$ cat src/rtl/riscv_io_pkg.sv
// rtl/riscv_io_pkg.sv - address map constants and shared enums for the data bus bridge
package riscv_io_pkg;

  localparam logic [31:0] DEF_DATA_START_ADDRESS = 32'h0000_2000;
  localparam logic [31:0] DEF_DATA_SIZE_BYTES    = 32'd8192;
  localparam logic [31:0] DEF_IO_START_ADDRESS   = 32'h0000_7f00;
  localparam logic [31:0] DEF_VGA_START_ADDRESS  = 32'h0000_8000;
  localparam logic [31:0] DEF_VGA_SIZE_BYTES     = 32'h0000_8000;

  localparam logic [7:0]  ERR_COUNT_MAX = 8'hFF;

  // Which target an address falls into; I/O and VGA share the I/O subsystem
  typedef enum logic [1:0] {
    REGION_NONE,
    REGION_DMEM,
    REGION_IO
  } region_t;

  // Read-tracking state: what the previous cycle's read was aimed at
  typedef enum logic [1:0] {
    IDLE,
    RD_DMEM,
    RD_IO,
    RD_ERR
  } rd_state_t;

endpackage

$ cat src/rtl/bus_addr_decode.sv
// rtl/bus_addr_decode.sv - combinational region and alignment decode of a byte address
module bus_addr_decode
  import riscv_io_pkg::*;
#(
  parameter logic [31:0] DATA_START_ADDRESS = DEF_DATA_START_ADDRESS,
  parameter logic [31:0] DATA_SIZE_BYTES    = DEF_DATA_SIZE_BYTES,
  parameter logic [31:0] IO_START_ADDRESS   = DEF_IO_START_ADDRESS,
  parameter logic [31:0] VGA_START_ADDRESS  = DEF_VGA_START_ADDRESS,
  parameter logic [31:0] VGA_SIZE_BYTES     = DEF_VGA_SIZE_BYTES
) (
  input  logic [31:0] address,
  output region_t     region,
  output logic        aligned
);

  // Upper bounds are exclusive; VGA directly follows the I/O registers
  localparam logic [31:0] DATA_END = DATA_START_ADDRESS + DATA_SIZE_BYTES;
  localparam logic [31:0] IO_END   = VGA_START_ADDRESS + VGA_SIZE_BYTES;

  // Region lookup, DMEM checked first so an overlapping map favours memory
  always_comb begin
    region = REGION_NONE;
    if (address >= DATA_START_ADDRESS && address < DATA_END) begin
      region = REGION_DMEM;
    end else if (address >= IO_START_ADDRESS && address < IO_END) begin
      region = REGION_IO;
    end
  end

  assign aligned = (address[1:0] == 2'b00);

endmodule

$ cat src/rtl/data_bus_bridge.sv
// rtl/data_bus_bridge.sv - routes processor data accesses to DMEM or I/O and logs illegal ones
module data_bus_bridge
  import riscv_io_pkg::*;
#(
  parameter logic [31:0] DATA_START_ADDRESS = DEF_DATA_START_ADDRESS,
  parameter logic [31:0] DATA_SIZE_BYTES    = DEF_DATA_SIZE_BYTES,
  parameter logic [31:0] IO_START_ADDRESS   = DEF_IO_START_ADDRESS,
  parameter logic [31:0] VGA_START_ADDRESS  = DEF_VGA_START_ADDRESS,
  parameter logic [31:0] VGA_SIZE_BYTES     = DEF_VGA_SIZE_BYTES
) (
  input  logic        clk,
  input  logic        rst,
  input  logic [31:0] dAddress,
  input  logic        MemRead,
  input  logic        MemWrite,
  output logic [31:0] dReadData,
  output logic        dmem_write,
  input  logic [31:0] dmem_read_data,
  output logic        io_read,
  output logic        io_write,
  input  logic [31:0] io_read_data,
  input  logic        io_valid,
  output logic        bus_error,
  output logic [31:0] err_address,
  output logic [7:0]  err_count,
  input  logic        err_clear
);

  region_t   region;
  logic      aligned;
  logic      access;
  logic      illegal;
  logic      legal;
  rd_state_t state;

  bus_addr_decode #(
    .DATA_START_ADDRESS (DATA_START_ADDRESS),
    .DATA_SIZE_BYTES    (DATA_SIZE_BYTES),
    .IO_START_ADDRESS   (IO_START_ADDRESS),
    .VGA_START_ADDRESS  (VGA_START_ADDRESS),
    .VGA_SIZE_BYTES     (VGA_SIZE_BYTES)
  ) u_decode (
    .address (dAddress),
    .region  (region),
    .aligned (aligned)
  );

  // An access is only judged when a strobe is up; simultaneous read+write is never legal
  assign access  = MemRead | MemWrite;
  assign illegal = access & ((region == REGION_NONE) | ~aligned | (MemRead & MemWrite));
  assign legal   = access & ~illegal;

  // Strobes pass straight through in the request cycle, held off during reset
  assign dmem_write = ~rst & legal & MemWrite & (region == REGION_DMEM);
  assign io_write   = ~rst & legal & MemWrite & (region == REGION_IO);
  assign io_read    = ~rst & legal & MemRead  & (region == REGION_IO);

  // Read tracker: remembers last cycle's read target so the returned data can be steered
  always_ff @(posedge clk) begin
    if (rst) begin
      state <= IDLE;
    end else if (MemRead) begin
      if (illegal) begin
        state <= RD_ERR;
      end else if (region == REGION_DMEM) begin
        state <= RD_DMEM;
      end else begin
        state <= RD_IO;
      end
    end else begin
      state <= IDLE;
    end
  end

  // Return-data mux; zero for idle, errored reads, invalid I/O data and while in reset
  always_comb begin
    dReadData = 32'h0;
    if (!rst) begin
      case (state)
        RD_DMEM: dReadData = dmem_read_data;
        RD_IO:   dReadData = io_valid ? io_read_data : 32'h0;
        default: dReadData = 32'h0;
      endcase
    end
  end

  // Error log: one-cycle pulse, first-offender address, saturating count; clear beats the log
  always_ff @(posedge clk) begin
    if (rst) begin
      bus_error   <= 1'b0;
      err_address <= 32'h0;
      err_count   <= 8'h0;
    end else begin
      bus_error <= illegal;
      if (err_clear) begin
        err_address <= illegal ? dAddress : 32'h0;
        err_count   <= illegal ? 8'd1 : 8'd0;
      end else if (illegal) begin
        if (err_count == 8'h0) begin
          err_address <= dAddress;
        end
        if (err_count != ERR_COUNT_MAX) begin
          err_count <= err_count + 8'd1;
        end
      end
    end
  end

endmodule

$ cat config.mk
export PLATFORM = sky130hd
export DESIGN_NAME = data_bus_bridge
export DESIGN_NICKNAME = d
export VERILOG_FILES = /design/src/rtl/riscv_io_pkg.sv /design/src/rtl/bus_addr_decode.sv /design/src/rtl/data_bus_bridge.sv
export SDC_FILE = /design/constraint.sdc
export NUM_CORES = 1
export LEC_CHECK = 0
export ABC_AREA = 1
export BUFFER_PORTS_ARGS = -buffer_cell sky130_fd_sc_hd__buf_2
export CORE_MARGIN = 2
export CORE_UTILIZATION = 43
export CTS_BUF_LIST = sky130_fd_sc_hd__clkbuf_4
export DETAILED_ROUTE_END_ITERATION = 8
export PLACE_DENSITY = 0.82
export SYNTH_ARGS = -nofsm -noshare
export SYNTH_HDL_FRONTEND = slang
export SYNTH_SLANG_ARGS = --single-unit
$ cat constraint.sdc
create_clock -name clk -period 2.14 [get_ports clk]
set_input_delay 0.535 -clock clk [delete_from_list [all_inputs] [get_ports clk]]
set_output_delay 0.535 -clock clk [all_outputs]
set_load 0.05 [all_outputs]
=== Word-level counts from Yosys, hierarchy flattened ===
Index checks and enable logic that the tools add are counted.

* Flip-flop bits (word level): 43
* Input port bits: 102
* Output and inout port bits: 76
* Word-level logic and storage cells: 56

* $add $sub $neg: 1
* $lt $le $gt $ge: 4
* Eq/ne operators: 5
* Multiplexer cells: 15
* Bitwise operators: 16
* Reduce and logical (&&, ||, !) cells: 11

{| class="wikitable"
|+ Operators by type and width
! operator !! number
|-
| $mux W32 || 6
|-
| $pmux W32 S2 || 1
|-
| $ge A32 B14 Y1 const B || 1
|-
| $ge A32 B15 Y1 const B || 1
|-
| $lt A32 B15 Y1 const B || 1
|-
| $lt A32 B17 Y1 const B || 1
|-
| $mux W8 || 3
|-
| $and A1 B1 Y1 || 9
|-
| $add A8 B1 Y8 const B || 1
|-
| $logic_not A8 Y1 || 1
|-
| $mux W2 || 4
|-
| $ne A8 B8 Y1 const B || 1
|-
| $reduce_bool A2 Y1 || 3
|-
| $eq A2 B1 Y1 const B || 2
|-
| $eq A2 B2 Y1 const B || 2
|-
| $logic_not A2 Y1 || 2
|-
| $not A1 Y1 || 4
|-
| $reduce_and A2 Y1 || 2
|-
| $or A1 B1 Y1 || 3
|-
| $logic_and A1 B1 Y1 || 2
|-
| $reduce_or A2 Y1 || 1
|-
| $mux W1 || 1
|}

=== Depth between registers and ports, before layout ===
Gate-level depths: netlist of the first run.

* Depth after elaboration: 13
* Depth in mapped cells: 13
* Mapped depth without buffers: 13

=== Hierarchy ===
A second synthesis of the first run with hierarchy kept.

* Cells, all modules: 394
* Area, all modules: 2509.9 sq um

{| class="wikitable"
|+ Modules (own cells, without submodules)
! module !! times used !! cells an instance !! area an instance (sq um) !! seq. area each (sq um)
|-
| data_bus_bridge || 1 || 366 || 2397.3 || 860.8
|-
| bus_addr_decode || 1 || 28 || 112.6 || 0.0
|}

=== Worst setup path after synthesis of the first run ===
No wires, ideal clock.

* Path type: input to output
* Start: in dAddress[20]
* End: out dmem_write
* Arrival: 2.540 ns
* Data required time: 1.605 ns
* Setup slack: -0.935 ns
* Stages: 7
* Buffers on the path: 0
* Cell sequence: nor2_1 nand2_1 nor2_2 nand3_1 nand2_1 nand2_2 nor4_1

* Longest elaborated chain between the ends: 13
* Elaborated cells on any way between the ends: 18
* Those cells by class: order compare: 4; eq/ne: 1; mux: 2; bitwise: 8; reduce/logical: 3

{| class="wikitable"
|+ Ends and longest elaborated chain
! element !! RTL line !! source
|-
| start: declaration || data_bus_bridge.sv:13 || <nowiki>input logic [31:0] dAddress,</nowiki>
|-
| $ge A32 B15 Y1 / $lt A32 B17 Y1 (equally long branches) || bus_addr_decode.sv:25 || <nowiki>end else if (address >= IO_START_ADDRESS && address < IO_END) begin</nowiki>
|-
| $logic_and A1 B1 Y1 || bus_addr_decode.sv:25 ||
|-
| $mux W2 || bus_addr_decode.sv:25 ||
|-
| $mux W2 * || bus_addr_decode.sv:23 || <nowiki>if (address >= DATA_START_ADDRESS && address < DATA_END) begin</nowiki>
|-
| $logic_not A2 Y1 || data_bus_bridge.sv:50 || <nowiki>assign illegal = access & ((region == REGION_NONE) | ~aligned | (MemRead & MemWrite));</nowiki>
|-
| $or A1 B1 Y1 (2 in series) || data_bus_bridge.sv:50 ||
|-
| $and A1 B1 Y1 || data_bus_bridge.sv:50 ||
|-
| $not A1 Y1 || data_bus_bridge.sv:51 || <nowiki>assign legal = access & ~illegal;</nowiki>
|-
| $and A1 B1 Y1 || data_bus_bridge.sv:51 ||
|-
| $and A1 B1 Y1 (2 in series) || data_bus_bridge.sv:54 || <nowiki>assign dmem_write = ~rst & legal & MemWrite & (region == REGION_DMEM);</nowiki>
|-
| $and A1 B1 Y1 * || data_bus_bridge.sv:54 ||
|-
| end: declaration || data_bus_bridge.sv:17 || <nowiki>output logic dmem_write,</nowiki>
|}

Mark *: on every way between the ends. The rest lies on a longest branch, timed or not.

=== Worst setup path in the final report of the first run ===
* Start: reg state[0]
* End: out dReadData[19]

* Longest elaborated chain between the ends: 3
* Elaborated cells on any way between the ends: 4
* Those cells by class: eq/ne: 2; mux: 2

{| class="wikitable"
|+ Ends and longest elaborated chain
! element !! RTL line !! source
|-
| start: declaration || data_bus_bridge.sv:34 || <nowiki>rd_state_t state;</nowiki>
|-
| start signal: assignment || data_bus_bridge.sv:61 || <nowiki>state <= IDLE;</nowiki>
|-
| start signal: assignment || data_bus_bridge.sv:64 || <nowiki>state <= RD_ERR;</nowiki>
|-
| start signal: assignment || data_bus_bridge.sv:66 || <nowiki>state <= RD_DMEM;</nowiki>
|-
| $eq A2 B2 Y1 / $eq A2 B1 Y1 (equally long branches) || data_bus_bridge.sv:79 || <nowiki>case (state)</nowiki>
|-
| $pmux W32 S2 * || data_bus_bridge.sv:79 ||
|-
| $mux W32 * || data_bus_bridge.sv:78 || <nowiki>if (!rst) begin</nowiki>
|-
| end: declaration || data_bus_bridge.sv:16 || <nowiki>output logic [31:0] dReadData,</nowiki>
|}

Marked as above.

==> flow_summary_export.csv, run 1 <==
group,metric,value,unit
timing,worst_pin_slew,515.5,ps
timing,fin_skew,10.51,ps
critical_path,cp_data_required_time,1600,ps
final_layout,final_common_cell,"buf_2",
min_path,hp-start,"dAddress[7]",
clocking,cts_buffer_depth,2,
timing,slew_viol_final,0,
grt,antenna_found_initial,2,
place,dp.cells,642,
detailed_routing,route.detailed.drc,0,
place,gp_congestion,0.8881,
logic_synthesis,syn_area,2671,um^2
logic_synthesis,syn_nets,491,
clocking,clkTransAtPathRegs,130,ps
detailed_routing,dr_total_vias,3681,
detailed_routing,drtAntennaViolNets,0,
timing,relSlewSlack,65.64,%
grt,grt_use_total,30.41,%
floorplan,core-area,5956,um^2
critical_path,rr_startpoint,"err_count[1]$_SDFFE_PP0P_",
pwr,p_leak,2.105,nW
logic_synthesis,synthCells,385,
final_layout,fill_cells,385,
logic_synthesis,seq_area_frac_synth,32.22,%
detailed_routing,vias_per_cell,5.577,
final_layout,drive_gt1_share,57.98,%
min_path,whs_path_depth,3,
logic_synthesis,syn-mean-instance-area,6.938,um^2
detailed_routing,drt-initial-drc-count,195,
floorplan,io_pins,178,
place,port_buffers,177,
clocking,numCtsBuffers,5,
pwr,peakVddDrop,0.4044,mV
final_layout,final_cell_mix,"134 x buf_2, 73 x nand3_1, 69 x nand2_1",
grt,grt_pass1_vias,3566,
timing,rsz0062_at_grt,"yes",
clocking,holdBufCountCts,0,
grt,grt_remaining_overflow,0,
critical_path,ff2ff_setup_slack,150,ps
clocking,cts_sinks,43,
floorplan,rows,28,
timing,finalWorstSetupSlack,-184.9,ps
detailed_routing,finalWirelength,11970,um
final_layout,instances_no_fill,660,
min_path,hold_class,"input port to flip-flop",
flow_run,drv_cap,0,
min_path,hold_end,"err_address[7]$_SDFFE_PP0P_",
floorplan,die_h,82.82,um
clocking,cts_tree,"yes",
timing,period_minus_slack,2325,ps
critical_path,cp_max_fo,6,
logic_synthesis,ys_types,25,
pwr,p_per_area,472.7,nW/um^2
clocking,h-tree-depth,2,
detailed_routing,drt_first_pass_iters,5,
floorplan,chipWidth,82.82,um
timing,setup_viol,35,
critical_path,r2r.worst_path.cells,10,
floorplan,start_util,44.85,%
timing,period_share,108.6,%
logic_synthesis,yosys_warnings,0,
timing,final-hold-violation-count,0,
final_layout,area_growth,83.04,%
critical_path,worstReg2RegEnd,"err_count[4]$_SDFFE_PP0P_",
critical_path,startpoint_type,"flip-flop",
grt,grt_pass1_wl,17210,um
grt,grt_start_max_net_pins,39,
timing,hold-worst-slack,429.6,ps
floorplan,dieArea,6859,um^2
critical_path,end_kind,"output port",
critical_path,cp.arrival,1790,ps
clocking,clk_latency,360,ps
run_status,violations,"negative setup slack",
critical_path,crit_type,"flip-flop to output port",
place,place_hpwl,7301,um
clocking,cts_root_buffer,"clkbuf_4",
logic_synthesis,ys_seq_elements,43,
detailed_routing,wl_per_cell,18.13,um
final_layout,fin_nets,689,
timing,clock.fmax,0.4301,GHz
run_status,status,"complete, but fails checks",
[cell usage after synthesis]
cell	number	share of area (%)
inv_2	3	0.42
inv_1	18	2.5
nor2_2	2	0.47
buf_2	3	0.56
nand3_1	75	14
buf_12	2	1.5
clkbuf_1	18	2.5
dfxtp_1	43	32
o41ai_4	1	1.0
nand2_2	23	5.4
buf_6	3	1.3
a21oi_1	51	9.6
nand2_4	3	1.3
nand3_2	2	0.75
ha_1	4	1.9
nor2_1	24	3.4
nand3b_1	2	0.56
o21ai_0	3	0.56
a21oi_2	20	6.6
or2_2	1	0.23
nor3_1	5	0.94
nor4_4	1	0.80
nor4_1	2	0.47
nand2_1	75	11
buf_8	1	0.56
[metrics by stage]
stage	power (mW)	instance area, um^2	TNS [ps]	setup slack, ps	util [%]
3_3_place_gp	1.679	4232	-1188	-205.2	71.05
6_report	2.311	4890	-3947	-184.9	82.10
4_1_cts	2.271	4778	-3742	-140.4	80.23
2_1_floorplan	1.444	3104	-2863	-241.1	-
5_1_grt	2.397	4890	-6254	-251.2	82.10
3_5_place_dp	1.695	4232	-2484	-235.6	71.05
[final cells by class]
class | count | area, um^2 | share of cell area [%]
Clock inverter | 2 | 37.54 | 0.7677
Sequential cell | 43 | 863.3 | 17.66
Multi-Input combinational cell | 295 | 2103 | 43.01
Clock buffer | 5 | 37.54 | 0.7677
Inverter | 21 | 78.83 | 1.612
Antenna cell | 2 | 5.005 | 0.1024
Timing Repair Buffer | 217 | 1670 | 34.16
Tap cell | 75 | 93.84 | 1.919
[logic make-up after synthesis]
| group | Yosys count | share of synthesized area (%) |
|---|---|---|
| DFF | 43 | 32.22 |
| buffers and inverters | 48 | 9.367 |
| and+or+nand+nor | 215 | 38.83 |
| adders and majority gates | 4 | 1.874 |
| AOI/OAI and AO/OA | 75 | 17.70 |
[layer usage]
metal	share of wire, %	vias up	global-route usage (%)
met4	6.4	0	13.26
met1	34	1717	33.13
met3	8.1	57	6.262
met5	0	-	0
met2	51	222	56.38
li1	-	1685	-
[state kept, by name (all words and copies together), names as in the netlist]
register,flops
bus_error,1
err_address,32
err_count,8
state,2
[worst max-delay path by stage]
stage	slack (ps)	end	depth (start not counted)	startpoint
2_1_floorplan	-240	dReadData[0]	4	rst
3_3_place_gp	-210	dmem_write	9	dAddress[19]
3_5_place_dp	-240	dmem_write	9	dAddress[25]
4_1_cts	-140	dmem_write	9	dAddress[24]
5_1_grt	-250	dReadData[19]	6	state[0]$_SDFF_PP0_
6_report	-180	dReadData[19]	6	state[0]$_SDFF_PP0_
[timing repair]
action,in CTS,in global routing
hold endpoints to repair,0,0
resized for setup,109,13
pin swaps,18,5
setup endpoints to repair,35,35
setup buffers,4,1
cloned,3,1
[where the power goes]
part	internal, mW	switching, mW	leakage (nW)
clock	0.240	0.282	0.0373
sequential	0.854	0.0365	0.355
combinational	0.324	0.575	1.71
total	1.42	0.894	2.10
[worst max-delay path, stage by stage (launching register included)]
cell	delay [ps]
dfxtp_2	360
inv_2	50
ha_4	210
or2_4	300
buf_12	170
a21oi_4	160
buf_6	180
Note: power is estimated with default switching activity, not from simulation.
==> inputs of run 2 (changes only) <==
Settings changed: RECOVER_POWER set to 50.
==> flow_summary_export.csv, run 2 (same netlist as run 1, synthesis figures left out) <==
group,metric,value,unit
final_layout,fill_cells,410,
detailed_routing,drtAntennaViolNets,0,
detailed_routing,vias_per_cell,5.533,
final_layout,final_common_cell,"buf_2",
timing,fin_skew,12.58,ps
run_status,status,"complete, but fails checks",
detailed_routing,drt_first_pass_iters,5,
final_layout,top_regs,"err_address x32, err_count x8, state x2",
place,gp_congestion,0.8881,
critical_path,crit_slowest_cell,"dfxtp_2",
floorplan,core-area,5956,um^2
floorplan,chipWidth,82.82,um
grt,grt_pass1_vias,3566,
flow_run,drv_cap,0,
clocking,clkTransAtPathRegs,130,ps
final_layout,fin_nets,689,
floorplan,rows,28,
place,pre_cts_slack,-235.6,ps
final_layout,final_cell_mix,"95 x buf_2, 73 x nand3_1, 69 x nand2_1",
critical_path,cp.arrival,1790,ps
clocking,cts_buffer_depth,2,
final_layout,largest_register_ffs,32,
clocking,h-tree-depth,2,
timing,finalWorstSetupSlack,-184.8,ps
pwr,peakVddDrop,0.4042,mV
final_layout,regMostFlops,"err_address",
final_layout,instances_no_fill,660,
final_layout,drive_gt1_share,51.29,%
grt,grt_pass1_wl,17210,um
critical_path,crit_chain,"inv_2 > ha_4 > or2_4 > buf_12 > a21oi_4 > buf_6",
timing,setup_tns,-3914,ps
floorplan,start_util,44.85,%
clocking,cts_tree,"yes",
critical_path,crit_family,"buffers and inverters",
clocking,clk_latency,360,ps
floorplan,io_pins,178,
critical_path,startpoint_type,"flip-flop",
timing,slew_viol_final,0,
floorplan,die_h,82.82,um
timing,final-hold-violation-count,0,
pwr,p_leak,1.952,nW
pwr,total_power,2.297,mW
detailed_routing,drt-initial-drc-count,165,
pwr,p_per_area,474.6,nW/um^2
run_status,violations,"negative setup slack",
final_layout,area_growth,81.22,%
critical_path,crit_type,"flip-flop to output port",
critical_path,end_kind,"output port",
detailed_routing,dr_total_vias,3652,
place,place_hpwl,7301,um
clocking,numCtsBuffers,5,
grt,antenna_found_initial,2,
clocking,cts_sinks,43,
detailed_routing,wl_per_cell,18.03,um
timing,period_share,108.6,%
critical_path,cp_data_required_time,1600,ps
timing,clock.fmax,0.4301,GHz
grt,grt_remaining_overflow,0,
critical_path,crit_buf_inv,3,
final_layout,multi_input_area,2103,um^2
grt,grt_use_total,30.41,%
place,dp.cells,642,
clocking,cts_root_buffer,"clkbuf_4",
timing,worst_pin_slew,655.7,ps
grt,grt_start_max_net_pins,39,
min_path,hold_class,"input port to flip-flop",
final_layout,fin_area,4841,um^2
place,port_buffers,177,
critical_path,cp_max_fo,6,
detailed_routing,finalWirelength,11900,um
timing,rsz0062_at_grt,"yes",
timing,period_minus_slack,2325,ps
place,place_area,4232,um^2
timing,setup_viol,35,
final_layout,seq_area,863.3,um^2
floorplan,dieArea,6859,um^2
timing,relSlewSlack,56.47,%
detailed_routing,route.detailed.drc,0,
critical_path,max_stage_delay,360,ps
run 2: where the power goes:
group	switching, mW	internal [mW]	total, mW	leakage, nW
logic	0.575	0.309	0.884	1.56
clock network	0.282	0.240	0.521	0.0373
registers	0.0379	0.854	0.892	0.355
run 2: timing repair:
item / CTS / global route
gates cloned: 3 / 1
buffers inserted: 4 / 1
gates resized for setup: 109 / 13
endpoints found under the hold margin: 0 / 0
endpoints found under the setup margin: 35 / 35
hold buffers: 0 / 0
pin swaps: 18 / 5
run 2: final cells by class:
class                           instances  area share, %
Antenna cell                            2         0.1034
Multi-Input combinational cell        295          43.45
Timing Repair Buffer                  217          33.50
Tap cell                               75          1.938
Inverter                               21          1.628
Sequential cell                        43          17.83
Clock buffer                            5         0.7754
Clock inverter                          2         0.7754
run 2: metal layers:
metal	global-route usage, %	vias up	part of all wire [%]
met5	0	-	0
met4	13.26	0	6.4
met3	6.262	55	7.7
met2	56.38	219	52
met1	33.13	1697	34
li1	-	1681	-
run 2: final timing paths:
path                                                    from                      endpoint  slack, ps  cells after the start
worst max-delay path                     state[0]$_SDFF_PP0_                 dReadData[19]       -180                      6
worst min-delay path                             dAddress[7]   err_address[7]$_SDFFE_PP0P_        430                      3
worst max register to register     err_count[1]$_SDFFE_PP0P_     err_count[4]$_SDFFE_PP0P_        150                     10
worst min register to register  err_address[23]$_SDFFE_PP0P_  err_address[23]$_SDFFE_PP0P_        470                      2
run 2: metrics by stage:
stage | util, % | hold slack (ps)
final | 81.28 | 430.7
after global placement | 71.05 | 445.4
after CTS | 80.23 | 426.5
after global routing | 81.28 | 418.6
after floorplan | - | 680.1
after detailed placement | 71.05 | 448.6
run 2: tightest hold or removal path: stages:
cell and delay, ps:
buf_2 90, nand3_1 80, a21oi_2 50
==> inputs of run 3 (changes only) <==
Settings changed: HOLD_SLACK_MARGIN set to 0.12.
Clock period 2.14 ns to 2.4 ns, I/O delays scaled along.
==> flow_summary_export.csv, run 3 (same netlist as run 1, synthesis figures left out) <==
group,metric,value,unit
run_status,status,"finished clean",
clocking,numCtsBuffers,5,
clocking,cts_tree,"yes",
timing,clock.fmax,0.4202,GHz
final_layout,multi_input_area,2058,um^2
timing,fin_skew,18.01,ps
critical_path,max_stage_delay,360,ps
min_path,hold_class,"flip-flop to flip-flop",
pwr,total_power,1.879,mW
clocking,clk_latency,360,ps
floorplan,io_pins,178,
timing,slew_viol_final,0,
final_layout,drive_gt1_share,48.67,%
clocking,cts_sinks,43,
pwr,peakVddDrop,0.3459,mV
timing,period_share,99.15,%
timing,rsz0062_at_grt,"yes",
final_layout,fin_nets,670,
place,place_hpwl,6806,um
grt,grt_remaining_overflow,0,
pwr,p_leak,1.783,nW
detailed_routing,drt-initial-drc-count,188,
final_layout,fill_cells,451,
critical_path,startpoint_type,"flip-flop",
final_layout,final_common_cell,"buf_2",
critical_path,cp_data_required_time,1800,ps
grt,grt_start_max_net_pins,39,
final_layout,utilization,75.80,%
critical_path,crit_type,"flip-flop to output port",
grt,antenna_found_initial,3,
final_layout,top_regs,"err_address x32, err_count x8, state x2",
final_layout,largest_register_ffs,32,
floorplan,rows,28,
clocking,holdBufCountCts,0,
detailed_routing,wl_per_cell,15.33,um
final_layout,final_cell_mix,"90 x buf_2, 74 x nand3_1, 69 x nand2_1",
critical_path,end_kind,"output port",
floorplan,dieArea,6859,um^2
critical_path,cp_max_fo,9,
floorplan,core-area,5956,um^2
detailed_routing,route.detailed.drc,0,
grt,grt_pass1_wl,15010,um
clocking,cts_root_buffer,"clkbuf_4",
detailed_routing,vias_per_cell,5.339,
timing,final-hold-violation-count,0,
place,port_buffers,177,
timing,period_minus_slack,2380,ps
clocking,clkTransAtPathRegs,150,ps
detailed_routing,dr_total_vias,3433,
floorplan,die_h,82.82,um
timing,worst_pin_slew,1003,ps
timing,relSlewSlack,33.06,%
grt,grt_pass1_vias,3228,
clocking,cts_buffer_depth,2,
detailed_routing,drt_first_pass_iters,5,
grt,grt_use_total,25.87,%
place,gp_congestion,0.9076,
pwr,p_per_area,416.1,nW/um^2
final_layout,area_growth,68.99,%
flow_run,drv_cap,0,
floorplan,chipWidth,82.82,um
timing,setup_viol,0,
critical_path,crit_family,"flip-flops",
detailed_routing,finalWirelength,9859,um
final_layout,regMostFlops,"err_address",
floorplan,start_util,44.85,%
final_layout,seq_area,863.3,um^2
critical_path,crit_buf_inv,2,
detailed_routing,drtAntennaViolNets,0,
critical_path,cp.arrival,1780,ps
critical_path,crit_slowest_cell,"dfxtp_2",
clocking,h-tree-depth,2,
critical_path,crit_chain,"ha_4 > or2_4 > buf_12 > a21oi_4 > buf_6",
run 3: cell count changes in the layout (fill, tap and decap cells not counted), moves of 2 or more:
cell      before  now
buf_12         9    4
buf_16         2    0
buf_2         95   90
buf_4         24   16
buf_8          8    3
clkbuf_1      39   41
clkbuf_4       5    9
nand3_2        4    2
nor2_2         0    4
nor2_4        10    6
run 3: final cells by class:
class | count | share of cell area (%)
Multi-Input combinational cell | 294 | 45.59
Timing Repair Buffer | 199 | 30.02
Sequential cell | 43 | 19.12
Tap cell | 75 | 2.079
Inverter | 21 | 1.746
Clock buffer | 5 | 0.8315
Clock inverter | 3 | 0.4435
Antenna cell | 3 | 0.1663
run 3: what timing repair did:
item / CTS / global route
pin swaps: 1 / 19
gates cloned: 0 / 1
setup buffers: 0 / 2
resized for setup: 65 / 56
endpoints found under the setup margin: 32 / 35
run 3: worst paths after layout:
check / startpoint / to / slack [ps] / cells after the start
max: state[1]$_SDFF_PP0_ / dReadData[22] / 20 / 5
max reg2reg: err_count[0]$_SDFFE_PP0P_ / err_count[4]$_SDFFE_PP0P_ / 520 / 10
min reg2reg: err_address[25]$_SDFFE_PP0P_ / err_address[25]$_SDFFE_PP0P_ / 470 / 2
min: err_address[25]$_SDFFE_PP0P_ / err_address[25]$_SDFFE_PP0P_ / 470 / 2
run 3: worst min-delay path, delay by kind of cell (launching register included):
family,cells,cell delay [ps]
AND/OR/NAND/NOR,1,60
flip-flops,1,330
AO/OA/AOI/OAI,1,50
run 3: power breakdown:
| part | internal, mW | total, mW | leakage [nW] | switching, mW |
|---|---|---|---|---|
| clock network | 0.113 | 0.371 | 0.0289 | 0.259 |
| registers | 0.762 | 0.794 | 0.355 | 0.0322 |
| logic | 0.233 | 0.713 | 1.40 | 0.480 |
run 3: per-stage QoR:
stage          setup WS (ps)  TNS [ps]  area [um^2]  hold WS (ps)  cells
4_1_cts               -9.012    -36.41         4308         473.0    638
3_5_place_dp          -100.9    -160.5         4045         452.2    630
6_report               20.39         0         4514         470.5    643
5_1_grt               -40.56    -868.4         4514         475.3    643
2_1_floorplan         -267.4    -560.5         3045         680.1    385
3_3_place_gp          -88.69    -163.3         4045         446.6    630
run 3: metal layers:
| metal | up-vias | wire, um | track usage (%) |
|---|---|---|---|
| li1 | 1643 | - | - |
| met1 | 1599 | 3744 | 30.12 |
| met2 | 163 | 5187 | 46.19 |
| met3 | 28 | 623 | 5.666 |
| met4 | 0 | 302 | 9.687 |
| met5 | - | 0 | 0 |
